<file path="config.mk">
export PLATFORM = sky130hd
export DESIGN_NAME = day_month_flat
export DESIGN_NICKNAME = d
export VERILOG_FILES = /design/src/rtl/day_month_if.sv /design/src/rtl/day_month.sv /design/src/flat_wrapper.sv
export SDC_FILE = /design/constraint.sdc
export NUM_CORES = 1
export LEC_CHECK = 0
export CAP_MARGIN = 15
export CORE_MARGIN = 4
export CORE_UTILIZATION = 25
export DETAILED_ROUTE_END_ITERATION = 8
export DONT_BUFFER_PORTS = 1
export GPL_TIMING_DRIVEN = 0
export PLACE_DENSITY = 0.38
export SLEW_MARGIN = 10
export SYNTH_ARGS = -nofsm -noshare
export SYNTH_HDL_FRONTEND = slang
export SYNTH_SLANG_ARGS = --single-unit
</file>
<file path="constraint.sdc">
create_clock -name clk_1Hz -period 4.5 [get_ports clk_1Hz]
set_clock_uncertainty 0.15 [all_clocks]
set_input_delay 0.9 -clock clk_1Hz [delete_from_list [all_inputs] [get_ports clk_1Hz]]
set_output_delay 0.9 -clock clk_1Hz [all_outputs]
set_load 0.01 [all_outputs]
</file>
<file path="src/rtl/day_month_if.sv">
// Bus bundle for the day/month calendar counter: control inputs, year
// for the leap decision, and the registered date plus year carry.
interface day_month_if;
    logic        en_1;
    logic        up;
    logic        down;
    logic [2:0]  select_item;
    logic        carry_in;
    logic [11:0] year_bin;
    logic [4:0]  day_bin;
    logic [3:0]  month_bin;
    logic        carry_out;

    // Driver side: supplies controls and year, observes the date
    modport master (
        output en_1, up, down, select_item, carry_in, year_bin,
        input  day_bin, month_bin, carry_out
    );

    // Counter side: consumes controls and year, produces the date
    modport slave (
        input  en_1, up, down, select_item, carry_in, year_bin,
        output day_bin, month_bin, carry_out
    );
endinterface

</file>
<file path="src/rtl/day_month.sv">
// Day-of-month / month counter with manual adjust, leap-year aware
// month lengths, clamping of dates made invalid by a year change, and
// a combinational year carry on the Dec 31 -> Jan 1 wrap.
module day_month #(
    parameter logic [2:0] SELECT_DAY   = 3'b011,
    parameter logic [2:0] SELECT_MONTH = 3'b100
) (
    input  logic        clk_1Hz,
    input  logic        rst_n,
    day_month_if.slave  bus
);

    logic [4:0] day_q, day_d;
    logic [3:0] month_q, month_d;
    logic       leap_year;
    logic [4:0] cur_dim;
    logic       sel_day;
    logic       sel_month;
    logic       count_en;

    // Month length for a given month and leap flag
    function automatic logic [4:0] month_days(input logic [3:0] m, input logic leap);
        case (m)
            4'd2:                      return leap ? 5'd29 : 5'd28;
            4'd4, 4'd6, 4'd9, 4'd11:   return 5'd30;
            default:                   return 5'd31;
        endcase
    endfunction

    // Gregorian leap rule: /4, except centuries unless /400
    assign leap_year = (bus.year_bin[1:0] == 2'b00) &&
                       (((bus.year_bin % 12'd100) != 12'd0) ||
                        ((bus.year_bin % 12'd400) == 12'd0));

    assign cur_dim   = month_days(month_q, leap_year);
    assign sel_day   = (bus.select_item == SELECT_DAY);
    assign sel_month = (bus.select_item == SELECT_MONTH);
    assign count_en  = bus.en_1 && bus.carry_in;

    // Next-date selection: day adjust, then month adjust, then clamp/count/hold
    always_comb begin
        logic [3:0] month_adj;
        logic [4:0] new_dim;
        day_d     = day_q;
        month_d   = month_q;
        month_adj = month_q;
        new_dim   = cur_dim;
        if (sel_day) begin
            if (bus.up) begin
                day_d = (day_q >= cur_dim) ? 5'd1 : day_q + 5'd1;
            end else if (bus.down) begin
                // An out-of-range day steps down to the month end as well
                day_d = (day_q == 5'd1 || day_q > cur_dim) ? cur_dim : day_q - 5'd1;
            end else if (day_q > cur_dim) begin
                day_d = cur_dim;
            end
        end else if (sel_month) begin
            if (bus.up) begin
                month_adj = (month_q >= 4'd12) ? 4'd1 : month_q + 4'd1;
            end else if (bus.down) begin
                month_adj = (month_q <= 4'd1) ? 4'd12 : month_q - 4'd1;
            end
            new_dim = month_days(month_adj, leap_year);
            month_d = month_adj;
            day_d   = (day_q > new_dim) ? new_dim : day_q;
        end else if (day_q > cur_dim) begin
            // Year change left an impossible date: pull back to month end, no count
            day_d = cur_dim;
        end else if (count_en) begin
            if (day_q < cur_dim) begin
                day_d = day_q + 5'd1;
            end else begin
                day_d   = 5'd1;
                month_d = (month_q >= 4'd12) ? 4'd1 : month_q + 4'd1;
            end
        end
    end

    // Date registers, forced to 01/01 while reset is low
    always_ff @(posedge clk_1Hz or negedge rst_n) begin
        if (!rst_n) begin
            day_q   <= 5'd1;
            month_q <= 4'd1;
        end else begin
            day_q   <= day_d;
            month_q <= month_d;
        end
    end

    assign bus.day_bin   = day_q;
    assign bus.month_bin = month_q;
    // Year advances on the same edge as the Dec 31 wrap; adjust modes never carry
    assign bus.carry_out = count_en && (month_q == 4'd12) && (day_q == 5'd31) &&
                           !sel_day && !sel_month;

endmodule

</file>
<file path="src/flat_wrapper.sv">
// flat-port wrapper written by rule: the top's interface ports become plain ports
module day_month_flat 
#(
    parameter logic [2:0] SELECT_DAY   = 3'b011,
    parameter logic [2:0] SELECT_MONTH = 3'b100
)
  (clk_1Hz, rst_n, bus_en_1, bus_up, bus_down, bus_select_item, bus_carry_in, bus_year_bin, bus_day_bin, bus_month_bin, bus_carry_out);
  day_month_if bus_i ();
  input  logic clk_1Hz;
  input  logic rst_n;
  input wire logic [$bits(bus_i.en_1)-1:0] bus_en_1;
  input wire logic [$bits(bus_i.up)-1:0] bus_up;
  input wire logic [$bits(bus_i.down)-1:0] bus_down;
  input wire logic [$bits(bus_i.select_item)-1:0] bus_select_item;
  input wire logic [$bits(bus_i.carry_in)-1:0] bus_carry_in;
  input wire logic [$bits(bus_i.year_bin)-1:0] bus_year_bin;
  output wire logic [$bits(bus_i.day_bin)-1:0] bus_day_bin;
  output wire logic [$bits(bus_i.month_bin)-1:0] bus_month_bin;
  output wire logic [$bits(bus_i.carry_out)-1:0] bus_carry_out;
  assign bus_i.en_1 = bus_en_1;
  assign bus_i.up = bus_up;
  assign bus_i.down = bus_down;
  assign bus_i.select_item = bus_select_item;
  assign bus_i.carry_in = bus_carry_in;
  assign bus_i.year_bin = bus_year_bin;
  assign bus_day_bin = bus_i.day_bin;
  assign bus_month_bin = bus_i.month_bin;
  assign bus_carry_out = bus_i.carry_out;
  day_month #(.SELECT_DAY(SELECT_DAY), .SELECT_MONTH(SELECT_MONTH)) u_core (.clk_1Hz(clk_1Hz), .rst_n(rst_n), .bus(bus_i));
endmodule
</file>
After elaboration in Yosys (flattened, before gate mapping)
Index checks and enable logic that the tools add are counted.

word-level totals
  memories = 0
  latch bits = 0
  memory bits (read-only) = 0
  input port bits = 21
  logic and storage cells = 79
  memory bits (writable) = 0
  flip-flop bits (word level) = 9
  output and inout bits = 10

cells by class
  shift-type cells = 0
  reductions and logical operators = 19
  multiply operators = 0
  div/mod/pow operators = 2
  add/subtract/negate cells = 4
  equal/unequal tests = 19
  bitwise logic cells = 1
  muxes and demuxes = 26
  magnitude comparators = 6

operators with widths
  cell                                                                      count
  5-bit 2-to-1 mux                                                          13
  4-bit 2-to-1 mux                                                          10
  4-bit == test, second input constant                                      5
  5-bit case mux with 2 select lines                                        2
  4-bit by 3-bit == test with 1-bit output, second input constant           4
  12-bit zero test                                                          1
  12-bit by 7-bit remainder unit with 12-bit output, second input constant  1
  12-bit by 9-bit remainder unit with 12-bit output, second input constant  1
  12-bit nonzero test                                                       1
  5-bit > comparator                                                        2
  4-bit by 2-bit == test with 1-bit output, second input constant           2
  4-bit OR reduction                                                        2
  1-bit logical AND                                                         6
  5-bit by 1-bit adder with 5-bit output, second input constant             1
  5-bit by 1-bit == test with 1-bit output, second input constant           1
  5-bit == test, second input constant                                      1
  5-bit >= comparator                                                       1
  5-bit < comparator                                                        1
  5-bit by 1-bit subtractor with 5-bit output, second input constant        1
  4-bit by 1-bit adder with 4-bit output, second input constant             1
  4-bit >= comparator, second input constant                                1
  4-bit by 1-bit <= comparator with 1-bit output, second input constant     1
  2-bit by 1-bit inequality test with 1-bit output, second input constant   2
  4-bit inequality test, second input constant                              1
  13 further kinds                                                          15

Depth between registers and ports, before layout
  word-level depth = 15
  mapped depth = 28
  mapped depth without buffers = 25

Worst setup path before layout
OpenSTA, ideal clock, no wires.

  path type = input-to-reg
  start = input port bus_year_bin[11]
  end = register u_core.day_q[0] (netlist: u_core.bus.day_bin[0])
  stages on the path = 24
  buffers on the path = 1
  arrival time = 5.869 ns
  library setup time = 0.088 ns
  data required time = 4.262 ns
  setup slack = -1.607 ns
  path through = buf_2 nor4_1 o31a_1 a2111o_1 or4b_1 o21ai_1 o22ai_1 a211oi_2 a2111oi_0 nor4b_2 mux2_4 a21oi_1 o21ai_1 inv_1 ha_1 nor2b_1 o21ai_0 a21oi_1 a311oi_1 o21a_1 o21ai_0 a21oi_1 o21ai_0 a221oi_2

between the ends
  longest elaborated chain between the ends = 12
  elaborated cells between the ends (all ways) = 31
  classes of those cells = div: 2; order compare: 4; eq/ne: 2; mux: 16; reduce/logical: 7

ends and longest elaborated chain
  what                                                                                                                    line                              source
  from (decl)                                                                                                             flat_wrapper.sv:16                input wire logic [$bits(bus_i.year_bin)-1:0] bus_year_bin;
  12-bit by 7-bit remainder unit with 12-bit output or 12-bit by 9-bit remainder unit with 12-bit output (tied branches)  day_month.sv:32, day_month.sv:33
  12-bit nonzero test or 12-bit zero test (tied branches)                                                                 day_month.sv:32, day_month.sv:33
  1-bit logical OR (*)                                                                                                    day_month.sv:32                   (((bus.year_bin % 12'd100) != 12'd0) ||
  1-bit logical AND (*)                                                                                                   day_month.sv:31                   assign leap_year = (bus.year_bin[1:0] == 2'b00) &&
  1-bit 2-to-1 mux (*)                                                                                                    day_month.sv:24                   4'd2: return leap ? 5'd29 : 5'd28;
  5-bit case mux with 2 select lines                                                                                      day_month.sv:23                   case (m)
  5-bit < comparator or 5-bit > comparator (tied branches)                                                                -
  5-bit 2-to-1 mux or 1-bit logical OR (tied branches)                                                                    day_month.sv:70, day_month.sv:53
  5-bit 2-to-1 mux, on equally long branches                                                                              day_month.sv:69, day_month.sv:53
  5-bit 2-to-1 mux, on equally long branches                                                                              day_month.sv:66, day_month.sv:51
  5-bit 2-to-1 mux, on equally long branches                                                                              day_month.sv:57, day_month.sv:49
  5-bit 2-to-1 mux                                                                                                        day_month.sv:48                   if (sel_day) begin
  to (signal assigned)                                                                                                    day_month.sv:85                   day_q <= day_d;
  to (decl)                                                                                                               day_month.sv:13                   logic [4:0] day_q, day_d;

Every way passes the cells marked *; elsewhere a longest branch is shown, timed or not. The select of a mux whose other input is x is not followed.
A chain may end at the register's enable or synchronous reset.

Worst setup path after layout
  start = input port bus_year_bin[8]
  end = register u_core.day_q[0] (netlist: u_core.bus.day_bin[0])

Same word-level chain as after synthesis.

==> out/results.txt <==
Count of pins on the block boundary: 31. The worst setup slack for register-to-register paths is 290 ps. The startpoint-to-endpoint class of the critical path was in -> reg. After synthesis, the largest area contributor takes up 7.646% of total cell area. Counting I/O delays and the setup requirement, the final critical path takes 5776 ps.

The number of synthesized register bits was 9; the count of inserted antenna diode cells was 0. After synthesis, the largest family of logic cells by area is compound AO/OA/AOI/OAI gates. The critical path contains buffers and inverters numbering 5 combined. After clock tree synthesis, the clock-pin slew on the worst setup and hold paths is 40 ps. Of the total synthesized cell area, the portion taken by full adders, half adders and majority gates is 6.554%.

The logs give 3 for the number of buffers inserted during clock tree synthesis and 0 for the count of synthesis-stage warnings from yosys. The largest single stage delay on the critical path is 540 ps. Summing the areas of all xor and xnor instances in the mapped netlist gives 3.823% of the synthesized area.

The post-synthesis area per instance is 6.679 um^2. By area the synthesized netlist is led by a21oi_1 (7.6%), dfrtp_1 (7.6%), ha_1 (6.6%). The netlist uses 68 different library cells. Among cell families on the critical path, the largest total delay comes from compound AO/OA/AOI/OAI gates. In the final routing, the length of wire on met1 measures 3.581 mm.

In the routed design, unresolved DRC markers number 0. Timing analysis after detailed placement gives a worst setup slack of -1889 ps. Summing the sequential cell areas from Yosys gives 9.940% of the chip area. In this run, synthesis inferred 0 flip-flops with an integrated enable. Measured against the total synthesized area, the mux share comes to 2.512%. In this run the vertical extent of the chip is 103.7 um.

For the post-layout worst setup margin, the log shows -1276 ps. Critical path endpoint category: a register. After global routing the overflow that remains totals 0. In this run the core area contains 34 standard-cell rows. The fraction of the mapped netlist area in simple logic gates is 30.26%.

Port buffering added 0 buffers. The number of DRC violations after detailed-routing iteration 0 came out at 68. The sequential cells in the finished layout cover a total of 227.7 um^2.

The worst register-to-register path ends at u_core.bus.day_bin[0]. The combined area of all synthesized cells is 0.002291 mm^2. At the end of routability-driven placement, the weighted congestion stood at 0.7953. The ratio of total power to cell area is 433.8 mW/mm^2, and the maximum vdd ir drop is 0.1780 mV.

For the worst flop-to-flop path, the logic depth is 19. The final instance area is 0.003087 mm^2, and the detailed-route via count is 2666. Timing would allow up to 173.1 MHz. At the pin with the least slew margin, the transition time is 623.5 ps.

The cts-stage hold buffer count is 0, and the area occupied by multi-input gates is 0.002210 mm^2. Dividing the final minimum period by the clock period gives 128.4%. CTS H-tree depth: 1. The filler cells instantiated in the layout total 955. After detailed placement, the total cell area comes to 0.002527 mm^2. The number of iterations in the first detailed-routing pass came out at 4. The die is 103.7 um wide.

The final setup violation count was 9; the total nets after synthesis was 376. Among all flip-flop cells after synthesis, the most frequent one is dfrtp_1. Of all cell types, the one taking the most synthesized area is a21oi_1.

The floorplan step defined a core boundary enclosing 0.008806 mm^2. At the later pin of the worst-skew pair, clock insertion delay measures 230 ps. Counting every sink on the clock net gives 9. The run finished, with violations left. The worst path arrival time is 5750 ps. The routed length on met2 was 3.948 mm; the number of antenna violations at the first check in global routing was 0. The net total in the final layout is 409, and the final number of max-transition violations is 0. The tools report the number of maximum-capacitance violations as 0.

In the final layout, the share of cells above drive strength 1 is 29.60%. The cell that appears most often on the critical path is o21ai_2. The compound-cell area share of the yosys netlist is 38.50%.

Setup repair after global routing could not meet its margin everywhere. TritonCTS built the clock tree. The cell sitting at the root of the clock tree is a clkbuf_8. The floorplan die area was 0.01076 mm^2. The critical path startpoint category is an input port. The post-route antenna net violation count is 0, and the total routing resource utilization after global routing is 14.00%.

Uppermost layer routed: met4. Post-synthesis instance total: 343. The longest clock path from root to sink contains 2 buffers. The routed length per placed instance works out to 16.34 um. For the leakage power total, the log shows 1.190 nW.

The worst pin sits at a relative slew slack of 58.00%. The tools report the startpoint of the lowest-slack register-to-register path as u_core.bus.month_bin[0]. The final reports fail on setup timing.

The post-detailed-route via-to-cell ratio was 5.520; the largest net degree at the start of global routing was 11. For the required time reported for the critical path endpoint, the log shows 4470 ps. The tools report the number of global-route vias before repair as 2573. The wire-length estimate of the detail-placed layout is 5.846 mm. The total count of hold-check failures in the final report was 0; the starting density of the core was 26.02%.

The tightest min-delay check is of the in -> async type. The first global-routing pass estimated 12.92 mm of wire. In the synthesized netlist the async set-or-reset flop fraction comes to 100.0%. For the final wirelength, the log shows 7.894 mm. In this run the worst path has a maximum fanout of 9.

The largest individual stage delay along the critical path comes from the cell or4b_4. The area growth from synthesis to layout is 34.74%. The tools report the amount of wire on met3 after detailed routing as 270 um.
[Yosys cell counts, drive strengths merged (3+ instances only)]
cell type and n:
a211o 3, a211oi 6, a21oi 35, a22o 3, a31oi 5, a32oi 4, and2 7, and3 5
buf 12, clkbuf 9, dfrtp 7, ha 12, inv 21, mux2 3, nand2 36, nand3 11
nand4 4, nor2 36, nor2b 5, nor3 8, nor3b 3, nor4 5, o211ai 4, o21a 6
o21ai 32, o31ai 6, o32ai 3, or2 4, or3 4, or4 3, xnor2 7, xor2 3
[final cells by class]
cell class                 instances  area share, %
buffer                            20          5.107
clock buffer                       4          1.459
inverter                          21          2.554
multi-input combinational        292          71.58
sequential                         9          7.377
tap                              108          4.378
timing repair buffer              29          7.540
[routing by layer]
layer | GRT usage, % | up-vias
met1 | 18.22 | 1264
met5 | 0 | -
met4 | 3.894 | 0
met3 | 1.306 | 8
li1 | - | 1340
met2 | 24.63 | 54
[registers in the layout, summed over array words and instances, names as in the netlist]
signal / flops
u_core.bus.month_bin: 4
u_core.bus.day_bin: 5
[worst register-to-register path, cell delays in order, from the launching register on]
cell	delay (ps)
dfstp_2	640
inv_1	110
ha_1	280
o21a_1	220
nor2_1	210
a21oi_1	100
o21ai_0	510
nor3b_1	120
a21oi_1	170
o21ai_2	80
inv_1	90
ha_4	200
a21oi_2	130
nand2_2	100
a21oi_4	210
clkbuf_8	170
nor2_1	50
a21oi_2	150
o21ai_2	80
a221oi_2	330
[per-stage QoR]
step	total power [mW]	instances	utilization, %	hold WS, ps	setup TNS, ps
floorplan	0.8245	343	-	433.9	-6371
global placement	1.006	451	28.70	454.6	-13110
detailed placement	1.003	451	28.70	454.6	-13100
CTS	1.211	472	32.18	207.7	-8922
global route	1.475	483	35.05	196.2	-11740
finish	1.339	483	35.05	214.4	-9402
[logic make-up (layout without fill, tap and decap cells)]
kind of cell    count (synthesis)  in the layout
compound gates                127            127
fa+ha+maj                      12             12
simple gates                  138            138
mux                             5              5
buf+inv                        42             74
xor+xnor                       10             10
flops                           9              9
[worst max path at each step]
stage	from	slack (ps)	to	cells past startpoint
floorplan	bus_year_bin[6]	-1050	u_core.bus.day_bin[0]	25
global placement	bus_year_bin[10]	-1930	u_core.bus.day_bin[0]	24
detailed placement	bus_year_bin[6]	-1890	u_core.bus.day_bin[0]	24
CTS	bus_year_bin[6]	-1260	u_core.bus.day_bin[0]	26
global route	bus_year_bin[11]	-1550	u_core.bus.day_bin[0]	28
finish	bus_year_bin[8]	-1280	u_core.bus.day_bin[0]	27
[layout by cell type, fill, tap and decap left out, drive strengths merged, types with 3 or more instances in the layout]
cell / count
a211o: 3
nand4: 4
or2: 4
nand3: 11
nand2: 36
and2: 7
or4: 3
nor4: 5
o31ai: 6
ha: 12
a22o: 3
xnor2: 7
dfrtp: 7
mux2: 3
a211oi: 6
o32ai: 3
a32oi: 4
nor3b: 3
inv: 21
xor2: 3
a21oi: 35
or3: 4
and3: 5
nor2b: 5
clkbuf: 15
nor3: 8
buf: 38
o21ai: 32
o21a: 6
a31oi: 5
nor2: 36
o211ai: 4
[where the power goes]
group          internal (mW)  switching [mW]  total [mW]
registers              0.126           0.103       0.230
clock network         0.0615          0.0295      0.0910
logic                  0.460           0.558        1.02
[what timing repair did]
action,4_1_cts,5_1_grt
buffers inserted,18,11
hold endpoints to repair,0,0
pin swaps,26,31
setup endpoints to repair,9,9
resized for setup,32,36
Note: power is estimated with default switching activity, not from simulation.
